===== src/rtl/full_hash_pkg.sv =====
// Shared types and the round function for the full-hash core.
// Optional feature macro: FULL_HASH_LAST_CHECK_EN (see full_hash_param).
package full_hash_pkg;

   localparam int unsigned       HMAX       = 256;
   localparam logic [HMAX-1:0]   DEFAULT_IV = HMAX'(32'h6A09E667);

   typedef enum logic [2:0] {
      S_IDLE,
      S_WAIT,
      S_ROUND,
      S_LEN,
      S_DONE
   } state_e;

   function automatic int unsigned len_bytes(input int unsigned len_width);
      return len_width / 8;
   endfunction

   // Works on a HMAX-wide container; bits above h_width are masked off so the
   // result is the h_width-bit f(H,b,r).
   function automatic logic [HMAX-1:0] round_f(input logic [HMAX-1:0] h,
                                               input logic [7:0]      b,
                                               input logic [7:0]      r,
                                               input int unsigned     h_width,
                                               input int unsigned     rot_amt);
      logic [HMAX-1:0] mask;
      logic [HMAX-1:0] rep;
      logic [HMAX-1:0] x;
      logic [HMAX-1:0] rl;
      mask = (h_width >= HMAX) ? '1 : ((HMAX'(1) << h_width) - HMAX'(1));
      rep  = '0;
      for (int unsigned i = 0; i < HMAX / 8; i++) begin
         if (i < h_width / 8) rep[i*8 +: 8] = b ^ r;
      end
      x  = (h ^ rep) & mask;
      rl = ((x << rot_amt) | (x >> (h_width - rot_amt))) & mask;
      return (rl + (x >> 3)) & mask;
   endfunction

endpackage


===== src/rtl/full_hash_round.sv =====
// Combinational round function f(H,b,r) of the full-hash core.
module full_hash_round
   import full_hash_pkg::*;
#(
   parameter int unsigned H_WIDTH = 32,
   parameter int unsigned ROT_AMT = 5
) (
   input  logic [H_WIDTH-1:0] h_i,
   input  logic [7:0]         byte_i,
   input  logic [7:0]         rnd_i,
   output logic [H_WIDTH-1:0] h_o
);

   assign h_o = H_WIDTH'(round_f(HMAX'(h_i), byte_i, rnd_i, H_WIDTH, ROT_AMT));

endmodule


===== src/rtl/full_hash_param.sv =====
// Byte-serial full-hash core: absorbs msg_len bytes, then the length, and presents the digest.
// Optional macro FULL_HASH_LAST_CHECK_EN adds m_last termination and the len_err flag.
module full_hash_param
   import full_hash_pkg::*;
#(
   parameter int unsigned          H_WIDTH   = 32,
   parameter int unsigned          ROUNDS    = 4,
   parameter int unsigned          ROT_AMT   = 5,
   parameter int unsigned          LEN_WIDTH = 64,
   parameter logic [H_WIDTH-1:0]   IV        = H_WIDTH'(DEFAULT_IV)
) (
   input  logic                 clk,
   input  logic                 rst,
   input  logic                 start,
   input  logic [LEN_WIDTH-1:0] msg_len,
   output logic                 start_ready,
   input  logic                 m_valid,
   input  logic [7:0]           m_data,
   output logic                 m_ready,
   output logic                 busy,
   output logic [H_WIDTH-1:0]   digest,
   output logic                 digest_valid
`ifdef FULL_HASH_LAST_CHECK_EN
   ,
   input  logic                 m_last,
   output logic                 len_err
`endif
);

   localparam int unsigned LEN_BYTES = len_bytes(LEN_WIDTH);

   state_e                 state_q, state_d;
   logic [H_WIDTH-1:0]     h_q, h_f, digest_q;
   logic [LEN_WIDTH-1:0]   len_q, cnt_q;
   logic [31:0]            rnd_q, lb_q;
   logic [7:0]             byte_q, rb;
   logic                   start_ready_q, m_ready_q, busy_q, dv_q;
   logic                   rnd_last, lb_last, fin;
`ifdef FULL_HASH_LAST_CHECK_EN
   logic                   last_q, err_q;
`endif

   assign rnd_last = (rnd_q == 32'(ROUNDS - 1));
   assign lb_last  = (lb_q == 32'(LEN_BYTES - 1));
   // The length register is shifted right one byte per absorbed length byte.
   assign rb       = (state_q == S_LEN) ? len_q[7:0] : byte_q;
`ifdef FULL_HASH_LAST_CHECK_EN
   assign fin      = (cnt_q == len_q) || last_q;
`else
   assign fin      = (cnt_q == len_q);
`endif

   full_hash_round #(
      .H_WIDTH (H_WIDTH),
      .ROT_AMT (ROT_AMT)
   ) u_round (
      .h_i    (h_q),
      .byte_i (rb),
      .rnd_i  (rnd_q[7:0]),
      .h_o    (h_f)
   );

   always_comb begin
      state_d = state_q;
      case (state_q)
         S_IDLE, S_DONE: if (start) state_d = (msg_len == '0) ? S_LEN : S_WAIT;
         S_WAIT:         if (m_valid) state_d = S_ROUND;
         S_ROUND:        if (rnd_last) state_d = fin ? S_LEN : S_WAIT;
         S_LEN:          if (rnd_last && lb_last) state_d = S_DONE;
         default:        state_d = S_IDLE;
      endcase
   end

   always_ff @(posedge clk) begin
      if (rst) begin
         state_q       <= S_IDLE;
         h_q           <= IV;
         len_q         <= '0;
         cnt_q         <= '0;
         rnd_q         <= '0;
         lb_q          <= '0;
         byte_q        <= '0;
         digest_q      <= '0;
         start_ready_q <= 1'b1;
         m_ready_q     <= 1'b0;
         busy_q        <= 1'b0;
         dv_q          <= 1'b0;
`ifdef FULL_HASH_LAST_CHECK_EN
         last_q        <= 1'b0;
         err_q         <= 1'b0;
`endif
      end else begin
         state_q       <= state_d;
         start_ready_q <= (state_d == S_IDLE) || (state_d == S_DONE);
         m_ready_q     <= (state_d == S_WAIT);
         busy_q        <= (state_d == S_WAIT) || (state_d == S_ROUND) || (state_d == S_LEN);
         dv_q          <= (state_d == S_DONE);
         case (state_q)
            S_IDLE, S_DONE: begin
               if (start) begin
                  h_q      <= IV;
                  len_q    <= msg_len;
                  cnt_q    <= '0;
                  rnd_q    <= '0;
                  lb_q     <= '0;
                  digest_q <= '0;
`ifdef FULL_HASH_LAST_CHECK_EN
                  last_q   <= 1'b0;
                  err_q    <= 1'b0;
`endif
               end
            end
            S_WAIT: begin
               if (m_valid) begin
                  byte_q <= m_data;
                  cnt_q  <= cnt_q + LEN_WIDTH'(1);
                  rnd_q  <= '0;
`ifdef FULL_HASH_LAST_CHECK_EN
                  last_q <= m_last;
`endif
               end
            end
            S_ROUND: begin
               h_q <= h_f;
               if (rnd_last) begin
                  rnd_q <= '0;
                  // LEN absorbs the count actually received (equal to msg_len unless cut by m_last).
                  if (fin) begin
                     len_q <= cnt_q;
`ifdef FULL_HASH_LAST_CHECK_EN
                     err_q <= (cnt_q == len_q) != last_q;
`endif
                  end
               end else begin
                  rnd_q <= rnd_q + 32'd1;
               end
            end
            S_LEN: begin
               h_q <= h_f;
               if (rnd_last) begin
                  rnd_q <= '0;
                  len_q <= len_q >> 8;
                  if (lb_last) digest_q <= h_f;
                  else         lb_q     <= lb_q + 32'd1;
               end else begin
                  rnd_q <= rnd_q + 32'd1;
               end
            end
            default: ;
         endcase
      end
   end

   assign start_ready  = start_ready_q;
   assign m_ready      = m_ready_q;
   assign busy         = busy_q;
   assign digest       = digest_q;
   assign digest_valid = dv_q;
`ifdef FULL_HASH_LAST_CHECK_EN
   assign len_err      = err_q;
`endif

endmodule


===== config.mk =====
export PLATFORM = sky130hd
export DESIGN_NAME = full_hash_param
export DESIGN_NICKNAME = d
export VERILOG_FILES = /design/src/rtl/full_hash_pkg.sv /design/src/rtl/full_hash_round.sv /design/src/rtl/full_hash_param.sv
export SDC_FILE = /design/constraint.sdc
export NUM_CORES = 1
export LEC_CHECK = 0
export CORE_AREA = 2 2 191 193
export DETAILED_ROUTE_END_ITERATION = 10
export DIE_AREA = 0 0 193 195
export PLACE_DENSITY_LB_ADDON = 0.05
export SLEW_MARGIN = 40
export SYNTH_ARGS = -nofsm -noshare
export SYNTH_HDL_FRONTEND = slang
export SYNTH_SLANG_ARGS = --single-unit
export TNS_END_PERCENT = 20

===== constraint.sdc =====
create_clock -name clk -period 4.3 [get_ports clk]
set_clock_uncertainty 0.15 [all_clocks]
set_input_delay 0.645 -clock clk [delete_from_list [all_inputs] [get_ports clk]]
set_output_delay 0.645 -clock clk [all_outputs]
set_load 0.1 [all_outputs]

Yosys cells after proc, flatten, opt, wreduce, memory -nomap -nowiden
Cells that the tools add are included.
Word-level totals
  bits of input ports: 76
  output and inout port bits: 36
  logic and storage cells: 86
  bits in registers: 271
Operators by class
  reductions and logical operators: 21
  bitwise gates (word level): 3
  eq/ne operators: 18
  $add $sub $neg: 4
  muxes and demuxes: 28
Operator list (count)
  64-bit two-way mux: 6
  32-bit two-way mux: 8
  32-bit one-hot mux with 2 select lines: 3
  64-bit one-hot mux with 3 select lines: 1
  64-bit one-hot mux with 2 select lines: 1
  32-bit one-hot mux with 3 select lines: 1
  32-bit by 1-bit adder with 32-bit output (second input constant): 2
  64-bit by 1-bit adder with 64-bit output (second input constant): 1
  64-bit equality test: 1
  64-bit zero test: 1
  32-bit by 29-bit adder with 32-bit output: 1
  32-bit by 2-bit equality test with 1-bit output (second input constant): 1
  32-bit by 3-bit equality test with 1-bit output (second input constant): 1
  32-bit by 5-bit bitwise OR with 32-bit output: 1
  32-bit XOR: 1
  2-bit != test (second input constant): 7
  3-bit by 2-bit equality test with 1-bit output (second input constant): 4
  3-bit two-way mux: 4
  3-bit one-hot mux with 4 select lines: 1
  8-bit two-way mux: 1
  4-bit AND reduction: 2
  8-bit XOR: 1
  3-bit by 1-bit equality test with 1-bit output (second input constant): 2
  3-bit equality test (second input constant): 2
  10 further kinds: 20

Logic depth before layout (Yosys ltp)
Gate-level depths: netlist of the first run.
  depth after elaboration: 9
  depth in mapped cells: 19
  gate-level depth less buffers: 16

Modules after synthesis
Synthesis of the first run repeated with hierarchy kept, for this count alone.
Second synthesis, totals
  cells, all modules: 2358
  area, all modules: 17957.2 um^2
Modules (own cells, without submodules)
  full_hash_param: cells an instance 1907, instances 1, sequential area each 5425.2 um^2, area each 15035.7 um^2
  full_hash_round: cells an instance 451, instances 1, sequential area each 0.0 um^2, area each 2921.6 um^2

Worst setup path before layout of the first run
OpenSTA, ideal clock, no wires.
  kind: reg2reg
  start point: register state_q[1]
  end point: register h_q[28]
  arrival: 3.663 ns
  library setup time: 0.115 ns
  period minus slack after synthesis: 3.928 ns
  path slack: 0.372 ns
  cell stages (with the launch flop): 20
  path buffers: 3
  required time: 4.035 ns
  cells stage by stage: dfxtp_1 -> buf_2 -> and3b_1 -> buf_6 -> buf_2 -> o21ai_0 -> nand3_1 -> ha_1 -> a21o_1 -> a211o_1 -> a221o_1 -> o2bb2ai_1 -> a31oi_4 -> o31ai_2 -> a221oi_4 -> o311ai_2 -> a31oi_1 -> xor2_1 -> nor2_1 -> o21ba_1
Between the ends
  longest elaborated chain between the ends: 7
  elaborated cells on any way between the ends: 15
  classes of those cells: 1 x add/sub; 4 x eq/ne; 2 x mux; 3 x bitwise; 5 x reduce/logical
Ends and longest elaborated chain
  start, declared: line full_hash_param.sv:32  | state_e state_q, state_d;
  start signal, assigned: line full_hash_param.sv:93  | state_q <= state_d;
  3-bit by 2-bit equality test with 1-bit output: line full_hash_param.sv:46, full_hash_param.sv:98
  8-bit two-way mux: line full_hash_param.sv:46  | assign rb = (state_q == S_LEN) ? len_q[7:0] : byte_q;
  8-bit XOR: line full_hash_pkg.sv:34  | if (i < h_width / 8) rep[i*8 +: 8] = b ^ r;
  32-bit XOR: line full_hash_pkg.sv:36  | x = (h ^ rep) & mask;
  32-bit by 5-bit bitwise OR with 32-bit output: line full_hash_pkg.sv:37  | rl = ((x << rot_amt) | (x >> (h_width - rot_amt))) & mask;
  32-bit by 29-bit adder with 32-bit output: line full_hash_pkg.sv:38  | return (rl + (x >> 3)) & mask;
  32-bit one-hot mux with 2 select lines: line full_hash_param.sv:98  | case (state_q)
  end signal, assigned: line full_hash_param.sv:101  | h_q <= IV;
  end signal, assigned: line full_hash_param.sv:124  | h_q <= h_f;
  end signal, assigned: line full_hash_param.sv:139  | h_q <= h_f;
  end, declared: line full_hash_param.sv:33  | logic [H_WIDTH-1:0] h_q, h_f, digest_q;
Several ways; a longest one is shown, not always the timed one.
A chain may end at the register's enable or synchronous reset.

Worst setup path after layout of the first run
  start point: register h_q[27]
  end point: register digest_q[24], in the netlist digest[24]
Between the ends
  longest elaborated chain between the ends: 6
Ends and longest elaborated chain
  start signal, assigned: line full_hash_param.sv:77  | h_q <= IV;
  start signal, assigned: line full_hash_param.sv:101
  start signal, assigned: line full_hash_param.sv:124
  32-bit XOR *: line full_hash_pkg.sv:36
  32-bit by 5-bit bitwise OR with 32-bit output: line full_hash_pkg.sv:37
  32-bit by 29-bit adder with 32-bit output *: line full_hash_pkg.sv:38
  32-bit two-way mux *: line full_hash_param.sv:143  | if (lb_last) digest_q <= h_f;
  32-bit two-way mux *: line full_hash_param.sv:140  | if (rnd_last) begin
  32-bit one-hot mux with 2 select lines *: line full_hash_param.sv:98
  end signal, assigned: line full_hash_param.sv:83  | digest_q <= '0;
  end signal, assigned: line full_hash_param.sv:106  | digest_q <= '0;
  end signal, assigned: line full_hash_param.sv:143
  end, declared: line full_hash_param.sv:33
Mark *: on every way between the ends. The rest lies on a longest branch, timed or not. The select of a mux whose other input is x is not followed.

==> results.toml, run 1 <==
[cells_and_area]
drive_gt1_share_pct = 8.93
n_fill_cell = 3489
seqCellArea_sq_um = 5430
layout_common_cells = "nor2_1 (278), dfxtp_1 (267), nand2_1 (222)"
area_delta_synth_final_pct = 16.8
final_util_pct = 52.4
insertedDiodeCount = 0
final_common_cell = "nor2_1"
fin_nets = 2187
multi_input_area_sq_um = 9930

[sta]
final.period_utilization_pct = 95.8
finalCriticalPeriod_ps = 4120
setup_viol = 0
max_freq_mhz = 243
maxSlewHeadroom_pct = 44.2
hold_viol = 0
setup_ws_ps = 182
worst_pin_slew_ps = 831
rsz0062_at_grt = "false"
slew_viol_final = 0

[place]
portBuffers = 111
dp_hpwl_um = 38200
globalplace.congestion = 0.915
pre_cts_ws_ps = -45.7

[detailed_routing]
avgRoutedWirePerCell_um = 19.9
avgViaCountPerCell = 5.68
drtIter0Drc = 1069
ant_nets = 0
drtPass1Iterations = 5
drc = 0
routed_wl_um = 51600
route.vias.total = 14700

[grt]
grt_max_degree = 73
grt_pass1_vias = 13900
track_usage_pct = 27.3
grt-ovfl-total = 0
grt_pass1_wl_um = 80200
antenna_found_initial = 0

[pwr]
irDropWorstVdd_uv = 253
power.density_nw_per_um2 = 369
power_leakage_uw = 0.00725
power_uw = 6850

[synth]
ys_seq_area_share_pct = 34.1
syn_nets = 2106
synth_edf_count = 0
ys.flop_type = "dfxtp_1"
async_reset_ff_share_pct = 0
post_synth_num_cell_types = 81
yosys_warnings = 0
synth_cells = 2026
ys_ff_latch = 271
synth_area_sq_um = 15900
avgSynthCellArea_sq_um = 7.84

[worst_hold_path]
worstHoldPathType = "reg2reg"

[floorplanning]
coreArea_sq_um = 35400
die_h_um = 195
ios = 112
die_area_sq_um = 37600
start_util_pct = 44.9
die-width_um = 193
rows = 69

[worst_setup_path]
required_ps = 4540
cp_max_fo = 9
start_kind = "register"
cp.arrival_ps = 4350
critPathKind = "reg2reg"
end_kind = "register"

[cts]
cts_tree = "built"
cts.sinks = 271
clock_path_buffers = 3
root_buffer = "clkbuf_16"
clkTransAtPathRegs_ps = 60
worstSkewPairLatency_ps = 530
cts_made_buffers = 34
htreeDepth = 2

[job]
maxCapViolCount = 0

[run_status]
run_status = "completed"
[cell families (layout without fill, tap and decap cells)]
| kind of cell | count (synthesis) | count (layout) | share of synthesized area (%) |
|---|---|---|---|
| AO/OA/AOI/OAI | 355 | 355 | 13.7 |
| XOR/XNOR | 228 | 228 | 12.7 |
| adder cells (fa/ha/maj) | 4 | 4 | 0.315 |
| buffers and inverters | 153 | 255 | 3.77 |
| flip-flops | 271 | 271 | 34.1 |
| multiplexers | 129 | 129 | 8.14 |
| AND/OR/NAND/NOR | 886 | 886 | 27.3 |
[sequential cells by signal, indices dropped and copies added, names as in the netlist]
signal        count
busy              1
byte_q            8
cnt_q            64
digest           32
digest_valid      1
h_q              32
lb_q             32
len_q            64
m_ready           1
rnd_q            32
start_ready       1
state_q           3
[power by group]
part           total (uW)  switching (uW)  internal (uW)
clock                2860            1150           1710
sequential           2700             114           2590
combinational        1280             792            488
[final timing paths]
path	from	to	slack, ps	depth (start not counted)
setup / recovery	h_q[27]	digest[24]	180	16
hold / removal	digest[17]	digest[17]	300	2
setup reg to reg	h_q[27]	digest[24]	180	16
hold reg to reg	digest[17]	digest[17]	300	2
[per-layer routing]
metal  vias up  GRT usage [%]  part of all wire (%)
met2       411           45.2                    47
li1       7252              -                     -
met3        62           3.20                   5.1
met4         0           6.54                   2.0
met1      6991           37.8                    46
met5         -              0                     0
[metrics by stage]
stage          cell area (sq um)  cells  hold WS (ps)  TNS, ps
4_1_cts                    18500   2586           304        0
5_1_grt                    18600   2589           317        0
3_5_place_dp               17400   2527           289    -45.7
3_3_place_gp               17600   2527           289        0
6_report                   18600   2589           296        0
2_1_floorplan              15900   2026           286        0
[timing repair]
item | CTS | global route
pin swaps | 1 | 5
cloned | 0 | 0
hold buffers | 0 | 0
endpoints found under the setup margin | 1 | 9
setup buffers | 2 | 2
gates resized for setup | 0 | 10
[layout make-up]
class / count / area share [%]
clock buffer: 44 / 5.00
clock inverter: 13 / 0.877
inverter: 23 / 0.465
multi-input combinational: 1602 / 53.5
sequential: 271 / 29.3
tap: 461 / 3.11
timing repair buffer: 175 / 7.75
[synthesized netlist by cell type, drive strengths merged, types with 31 or more instances]
| cell type | instances | share of area [%] |
|---|---|---|
| o21ai | 134 | 4.2 |
| nand3 | 62 | 2.0 |
| xor2 | 177 | 9.8 |
| nor3 | 34 | 1.1 |
| nand4 | 38 | 1.5 |
| xnor2 | 51 | 2.9 |
| a21oi | 102 | 3.2 |
| nand2b | 37 | 1.5 |
| nor2 | 279 | 6.6 |
| mux2i | 127 | 8.0 |
| nor4 | 54 | 2.1 |
| nand2 | 222 | 5.2 |
| clkbuf | 103 | 2.4 |
| and3 | 31 | 1.2 |
| dfxtp | 271 | 34 |
[worst max-delay path: stages (launching register included)]
cell and delay [ps]:
dfxtp_2 360, and4_1 220, o41ai_2 340, nand3_1 170
ha_2 220, a21o_1 170, a211o_1 220, a221o_1 360
o2bb2ai_1 200, a31oi_4 210, o31ai_2 130, a221oi_4 350
buf_4 160, nor2_1 40, a311o_1 410, xnor2_2 150
o21ai_0 100
Power figures use the tool's default switching activity.
==> run 2, diff against run 1 <==
- PLACE_DENSITY: unset -> 0.74
- PLACE_DENSITY_LB_ADDON: 0.05 -> unset
==> run 2 against run 1 <==
Sequential cell count did not move. Clock power decreased by 4%. Via count grew 2.2%. Final area fell by 0.46%. First-iteration DRC count grew 29%. Die area unchanged. Combinational power about the same. Global-route usage is 1.5 points lower. Hold slack better by 3.1 ps. Sequential share of layout area rose by 0.11 points. Fmax up 2.2%.
==> results.toml, run 2 (synthesis gave the netlist of run 1 again) <==
[grt]
track_usage_pct = 25.7
grt_pass1_vias = 14100
antenna_found_initial = 2
grt-ovfl-total = 0
grt_max_degree = 93
grt_pass1_wl_um = 77200

[detailed_routing]
avgRoutedWirePerCell_um = 19.3
drc = 0
avgViaCountPerCell = 5.83
routed_wl_um = 49700
ant_nets = 0
drtPass1Iterations = 5
drtIter0Drc = 1380
route.vias.total = 15000

[worst_setup_path]
crit_start = "byte_q[3]"
path_cells = "and4_1 -> o41ai_2 -> nand3_1 -> ha_1 -> a21o_1 -> a211o_1 -> a221o_1 -> o2bb2ai_1 -> a31oi_4 -> o31ai_4 -> a221oi_4 -> buf_4 -> o21ai_1 -> a211oi_1 -> a31o_2 -> xnor2_1 -> o21ai_1"
crit_path_max_incr_delay_ps = 360
path_buf_inv = 1
cp.arrival_ps = 4310
cp.depth = 17
crit_slowest_cell = "dfxtp_1"
required_ps = 4580
critPathKind = "reg2reg"
start_kind = "register"
end_kind = "register"
r2r_end = "digest[22]"
r2r-start = "byte_q[3]"
rr_worst_depth = 17
cp_top_family = "compound AO/OA/AOI/OAI gates"
ff2ff_setup_slack_ps = 270
cp_max_fo = 7
endpoint = "digest[22]"
path_common_cell = "o21ai_1"

[sta]
rsz0062_at_grt = "false"
max_freq_mhz = 248
setup-tns-final_ps = 0
setup_ws_ps = 273
hold_viol = 0
slew_viol_final = 0
setup_viol = 0
worst_pin_slew_ps = 820
finalCriticalPeriod_ps = 4030
final.period_utilization_pct = 93.7
maxSlewHeadroom_pct = 45.3

[cts]
clock_path_buffers = 3
root_buffer = "clkbuf_16"
htreeDepth = 1
cts_hold_buffers = 0
cts_tree = "built"
cts_made_buffers = 31
worstSkewPairLatency_ps = 560
clkTransAtPathRegs_ps = 60
cts.sinks = 271

[cells_and_area]
final_common_cell = "nor2_1"
final_util_pct = 52.2
drive_gt1_share_pct = 8.50
layout_common_cells = "nor2_1 (279), dfxtp_1 (270), nand2_1 (222)"
fin_nets = 2176
area_delta_synth_final_pct = 16.2
reg_top3 = "cnt_q x64, len_q x64"
final_area_sq_um = 18500

[floorplanning]
ios = 112
start_util_pct = 44.9
die_area_sq_um = 37600
coreArea_sq_um = 35400
die-width_um = 193
die_h_um = 195
rows = 69

[job]
maxCapViolCount = 0

[place]
dp_hpwl_um = 37000
portBuffers = 111
placed_area_sq_um = 17400
globalplace.congestion = 0.954
pre_cts_ws_ps = 142

[pwr]
power_leakage_uw = 0.00718
irDropWorstVdd_uv = 331
power.density_nw_per_um2 = 363
power_uw = 6710

[run_status]
run_status = "completed"

[worst_hold_path]
worstHoldPathType = "reg2reg"
run 2: cell types whose count changed in the layout (fill, tap and decap cells not counted), sizes merged:
cell / previous run / this run
clkinvlp: 0 / 3
clkbuf: 44 / 45
inv: 26 / 23
clkinv: 7 / 4
buf: 101 / 93
diode: 0 / 1
run 2: per-layer routing:
layer / up-vias / share of wire, % / track usage (%)
met3: 96 / 7.8 / 3.67
met1: 7085 / 42 / 34.2
met4: 2 / 3.0 / 8.05
met2: 610 / 47 / 42.9
met5: - / 0.024 / 0
li1: 7241 / - / -
run 2: worst reg2reg max path: stages (launching register included):
cell and delay [ps]:
dfxtp_1 360, and4_1 210, o41ai_2 350, nand3_1 160, ha_1 240, a21o_1 180, a211o_1 220, a221o_1 340
o2bb2ai_1 190, a31oi_4 220, o31ai_4 120, a221oi_4 290, buf_4 170, o21ai_1 80, a211oi_1 270, a31o_2 170
xnor2_1 110, o21ai_1 80
run 2: worst min path at each step:
| stage | from | to | slack [ps] | depth (start not counted) |
|---|---|---|---|---|
| finish | digest[13] | digest[13] | 300 | 2 |
| floorplan | byte_q[2] | byte_q[2] | 290 | 2 |
| CTS | rst | digest[20] | 300 | 2 |
| global route | rst | lb_q[0] | 320 | 2 |
| detailed placement | digest[23] | digest[23] | 290 | 2 |
| global placement | digest[13] | digest[13] | 290 | 2 |
run 2: through the flow:
step	std cells	hold WS, ps
finish	2580	299
floorplan	2026	286
global route	2580	318
detailed placement	2522	291
CTS	2577	302
global placement	2522	287
run 2: power by group:
| group | internal (uW) | total, uW | switching (uW) | leakage [uW] |
|---|---|---|---|---|
| Clock | 1660 | 2740 | 1080 | 0.000517 |
| Combinational | 491 | 1260 | 770 | 0.00446 |
| Sequential | 2590 | 2710 | 117 | 0.00220 |
| Total | 4740 | 6710 | 1970 | 0.00718 |
run 2: timing repair:
action | 4_1_cts | 5_1_grt
endpoints found under the setup margin | 0 | 10
gates resized for setup | 0 | 6
setup buffers | 0 | 2
hold endpoints to repair | 0 | 0
run 2: final cells by class:
cell class | count | area [sq um]
Inverter | 23 | 86.3
Clock inverter | 10 | 136
Timing Repair Buffer | 167 | 1370
Clock buffer | 45 | 928
Multi-Input combinational cell | 1602 | 9940
Antenna cell | 1 | 2.50
Sequential cell | 271 | 5430
Tap cell | 461 | 577
Fill cell | 3336 | 16900
